<file path="src/rtl/sr_drive_ctrl.sv">
// Command stage for a downstream SR flip-flop: issues exclusive s/r pulses,
// then confirms the result through q_fb and flags a sticky error on timeout.
//
// state | meaning
// IDLE  | waiting for set_req / clr_req
// DRIVE | s or r asserted for HOLD_CYCLES cycles
// CHECK | waiting up to FB_TIMEOUT cycles for q_fb == target
// FAULT | feedback never matched; err held until err_clr
module sr_drive_ctrl #(
  parameter int HOLD_CYCLES  = 1,
  parameter int FB_TIMEOUT   = 4,
  parameter int PRIORITY_CLR = 1
) (
  input  logic       clk,
  input  logic       reset,
  input  logic       set_req,
  input  logic       clr_req,
  input  logic       err_clr,
  input  logic       q_fb,
  output logic       s,
  output logic       r,
  output logic       busy,
  output logic       done,
  output logic       err,
  output logic [7:0] op_count
);

  typedef enum logic [1:0] {
    IDLE  = 2'd0,
    DRIVE = 2'd1,
    CHECK = 2'd2,
    FAULT = 2'd3
  } state_t;

  localparam logic [3:0] HOLD_LD = 4'(HOLD_CYCLES - 1);
  localparam logic [3:0] TMO_LD  = 4'(FB_TIMEOUT - 1);
  localparam logic       SET_WINS_TIE = (PRIORITY_CLR == 0);

  state_t     state;
  logic       target;
  logic [3:0] tmr;
  logic       pick_set;

  // On a simultaneous request the losing one is simply dropped.
  assign pick_set = set_req & (~clr_req | SET_WINS_TIE);

  always_ff @(posedge clk or posedge reset) begin
    if (reset) begin
      state    <= IDLE;
      target   <= 1'b0;
      tmr      <= 4'd0;
      s        <= 1'b0;
      r        <= 1'b0;
      busy     <= 1'b0;
      done     <= 1'b0;
      err      <= 1'b0;
      op_count <= 8'd0;
    end else begin
      done <= 1'b0;
      case (state)
        IDLE: begin
          if (set_req | clr_req) begin
            target <= pick_set;
            s      <= pick_set;
            r      <= ~pick_set;
            busy   <= 1'b1;
            tmr    <= HOLD_LD;
            state  <= DRIVE;
          end
        end
        DRIVE: begin
          if (tmr == 4'd0) begin
            s     <= 1'b0;
            r     <= 1'b0;
            tmr   <= TMO_LD;
            state <= CHECK;
          end else begin
            tmr <= tmr - 4'd1;
          end
        end
        CHECK: begin
          // A match on the last allowed cycle still counts as success.
          if (q_fb == target) begin
            busy     <= 1'b0;
            done     <= 1'b1;
            op_count <= op_count + 8'd1;
            state    <= IDLE;
          end else if (tmr == 4'd0) begin
            err   <= 1'b1;
            state <= FAULT;
          end else begin
            tmr <= tmr - 4'd1;
          end
        end
        FAULT: begin
          if (err_clr) begin
            err   <= 1'b0;
            busy  <= 1'b0;
            state <= IDLE;
          end
        end
        default: state <= IDLE;
      endcase
    end
  end

endmodule
</file>
<file path="config.mk">
export PLATFORM = sky130hd
export DESIGN_NAME = sr_drive_ctrl
export DESIGN_NICKNAME = d
export VERILOG_FILES = /design/src/rtl/sr_drive_ctrl.sv
export SDC_FILE = /design/constraint.sdc
export NUM_CORES = 1
export LEC_CHECK = 0
export ABC_AREA = 1
export CORE_UTILIZATION = 25
export DETAILED_ROUTE_END_ITERATION = 12
export PLACE_DENSITY_LB_ADDON = 0.1
export SYNTH_ARGS = -nofsm -noshare
export SYNTH_HDL_FRONTEND = slang
export SYNTH_SLANG_ARGS = --single-unit
</file>
<file path="constraint.sdc">
create_clock -name clk -period 1.31 [get_ports clk]
set_input_delay 0.1965 -clock clk [delete_from_list [all_inputs] [get_ports clk]]
set_output_delay 0.1965 -clock clk [all_outputs]
set_load 0.01 [all_outputs]
</file>
==> results by group <==
Timing
  • Final Setup Violations: 2
  • Unrepaired setup endpoints after global routing: true
  • Period utilisation layout: 102%
  • Setup_tns: -40.9 ps
  • Skew final: 6.48 ps
  • Worst slew margin: 81.0%
  • Slew @ Worst Pin: 283 ps
  • Final min period: 1340 ps
  • Final setup margin: -31.7 ps
  • Min Hold Slack: 263 ps
  • Fin. max-slew vios: 0
  • Max Clk Rate: 0.745 GHz
  • Final hold vios: 0

Floorplanning
  • Core area: 4500 µm²
  • Die X: 71.4 µm
  • Die ar.: 5100 µm²
  • Io pins: 19
  • Die height: 71.4 µm
  • Row count: 24
  • Initial Utilization: 26.7%

Global routing
  • Met3 Use GR: 3.52%
  • Global-route wire length before repair: 4940 µm
  • Vias in the first global route: 1,076
  • Gr ovfl total: 0
  • Largest net degree at the start of global routing: 21
  • Initial antenna violation count: 0
  • Tot GR Track Use: 12.5%
  • GR peak layer: met2
  • Met1 Usage GRT: 15.1%
  • GR Util met2: 21.0%

Clocking
  • Clk Latency, worst-skew pair: 270 ps
  • Hold-fix buffers at CTS: 0
  • Clock root buffer: clkbuf_8
  • H-tree levels: 1
  • CTS tree: yes
  • # clock sinks: 20
  • Clk buf depth: 2
  • Num CTS Buffers: 3
  • Worst-path clk slew: 80 ps

Worst setup path
  • Crit path buf inv count: 1
  • FF-to-FF End: state[0]
  • Crit path max fanout: 3
  • Critical path cell sequence: ha_2 -> inv_2 -> nor2_1 -> a21oi_2 -> nand2_2 -> o21ai_2 -> nand2_1
  • R2r startpoint: state[0]
  • Reg2reg setup slack: -30 ps
  • Crit path launch type: register
  • Cells on worst reg2reg path: 7
  • Setup crit start: state[0]
  • Slowest CP cell: dfrtp_2
  • Critical path class: register to register
  • Worst stage delay on the critical path: 450 ps
  • Worst setup path end: state[0]
  • CP Depth: 7
  • Top delay family on crit path: flip-flops
  • Kind of end point of the critical path: register
  • Critical Path AT: 1490 ps
  • CP required: 1460 ps

Place
  • Placed insts: 247
  • PortBufs: 18
  • Dpl hpwl: 2170 µm
  • Dpl cell area: 1610 µm²
  • GP Congestion: 0.838
  • Pre-CTS setup slack: -143 ps

Yosys
  • Most numerous cell in the Yosys netlist: nand2_1
  • Async SR Flop Fraction: 100%
  • Avg Inst Size Synth: 7.72 µm²
  • Synth Instances: 156
  • Mapped cell area: 1200 µm²
  • Synth warn: 0
  • Largest cells by area after synthesis: dfrtp_1 42%, nand2_1 16%, ha_1 8.3%
  • Most used DFF post-synth: dfrtp_1
  • Post-synth top area cell: dfrtp_1
  • Post-synth EDFFs: 0
  • Top cell type's share of synthesized area: 41.6%
  • Synth Register Bits: 20
  • Sequential share of the synthesized area: 41.6%
  • Synth cell types: 20
  • Synthesized Nets: 170
  • Top post-synthesis cells by count: 51 x nand2_1, 20 x dfrtp_1, 19 x inv_1

Power and ir drop
  • Sw Ratio: 43.2%
  • Gate power share: 64.0%
  • Sw power: 1.82 mW
  • Worst vdd ir: 1.11 mV
  • Lkg Pwr: 0.993 nW
  • Clock share of power: 11.7%
  • Int Pwr: 2.39 mW
  • Total power: 4.21 mW
  • Seq pwr share: 24.3%
  • Power Dens Cells: 2220 nW/µm²

Finish
  • Layout cells sized above 1: 32.7%
  • Number of diodes: 0
  • Layout Cells excl Fill: 263
  • Final instance area: 1900 µm²
  • Fill cell total of the finished layout: 464
  • Final nets: 226
  • Area growth syn-to-layout: 57.5%
  • Post-layout util: 42.1%

Min path
  • Worst hold path class: primary input to asynchronous set/reset pin

Detailed routing
  • DR pass1 iterations: 8
  • Via density: 4.53
  • Drt wl/cell: 11.6 µm
  • DR vias: 1,191
  • DRT Wirelength: 3050 µm
  • DRT iter0 DRCs: 54
  • DR DRC count: 2
  • Detail Route Antenna Nets: 0

Flow run
  • Max cap viols: 0

Status
  • Failing checks: design-rule violations, negative setup slack
  • Run status: finished with violations
==> layer usage <==
layer / wire length, µm / up-vias / part of all wire, %
met5: 0 / - / 0
met4: 39 / 0 / 1.3
met3: 100 / 4 / 3.3
met2: 1530 / 18 / 50
met1: 1370 / 554 / 45
li1: - / 615 / -
==> how the worst min path moves through the flow <==
stage,from,endpoint,slack [ps]
CTS,reset,op_count[7],270
global placement,s,s,480
global route,reset,op_count[7],300
detailed placement,busy,busy,480
finish,reset,op_count[7],260
floorplan,reset,busy,160
==> final cells by class <==
class                           instances  area, µm²  area share (%)
Multi-Input combinational cell        116        769            40.6
Sequential cell                        20        502            26.5
Timing Repair Buffer                   50        415            21.9
Inverter                               21       88.8            4.69
Clock buffer                            4       55.1            2.90
Tap cell                               52       65.1            3.43
==> cell families after synthesis <==
kind of cell             count (synthesis)  synth area share [%]
AND/OR/NAND/NOR                         85                  32.6
buffers and inverters                   21                  6.55
XOR/XNOR                                 5                  3.64
flip-flops                              20                  41.6
adder cells (fa/ha/maj)                  8                  8.32
AO/OA/AOI/OAI                           17                  7.28
==> power groups by stage <==
stage	Combinational [mW]	Clock, mW	Sequential, mW
2_1_floorplan	1.19	0	1.09
3_3_place_gp	2.15	0	1.05
3_5_place_dp	2.16	0	1.06
4_1_cts	2.38	0.517	1.01
5_1_grt	2.97	0.532	1.06
6_report	2.69	0.494	1.02
==> tightest hold or removal path, delay by kind of cell <==
family,cells,cell delay [ps]
buffers and inverters,3,720
==> state kept, by name, summed over array words and instances, names as in the netlist <==
| name | cells |
|---|---|
| op_count | 8 |
| tmr | 4 |
| state | 2 |
| busy | 1 |
| done | 1 |
| err | 1 |
| r | 1 |
| s | 1 |
| target | 1 |
==> placed cells by master, fill, tap and decap left out, types with 5 or more instances in the layout <==
master | netlist | final
buf_4 | 0 | 29
clkdlybuf4s50_1 | 0 | 5
dfrtp_1 | 20 | 19
dlygate4sd2_1 | 0 | 13
inv_1 | 19 | 16
nand2_1 | 51 | 45
nand2_2 | 3 | 7
nand3_1 | 11 | 9
nor2_1 | 11 | 9
o21ai_0 | 9 | 5
o21ai_1 | 5 | 8
==> timing repair <==
action                                  4_1_cts  5_1_grt
resized for setup                            25       29
endpoints found under the setup margin       31       18
gates cloned                                  0        1
pin swaps                                     2        8
setup buffers                                 7        4
Power figures use the tool's default switching activity.
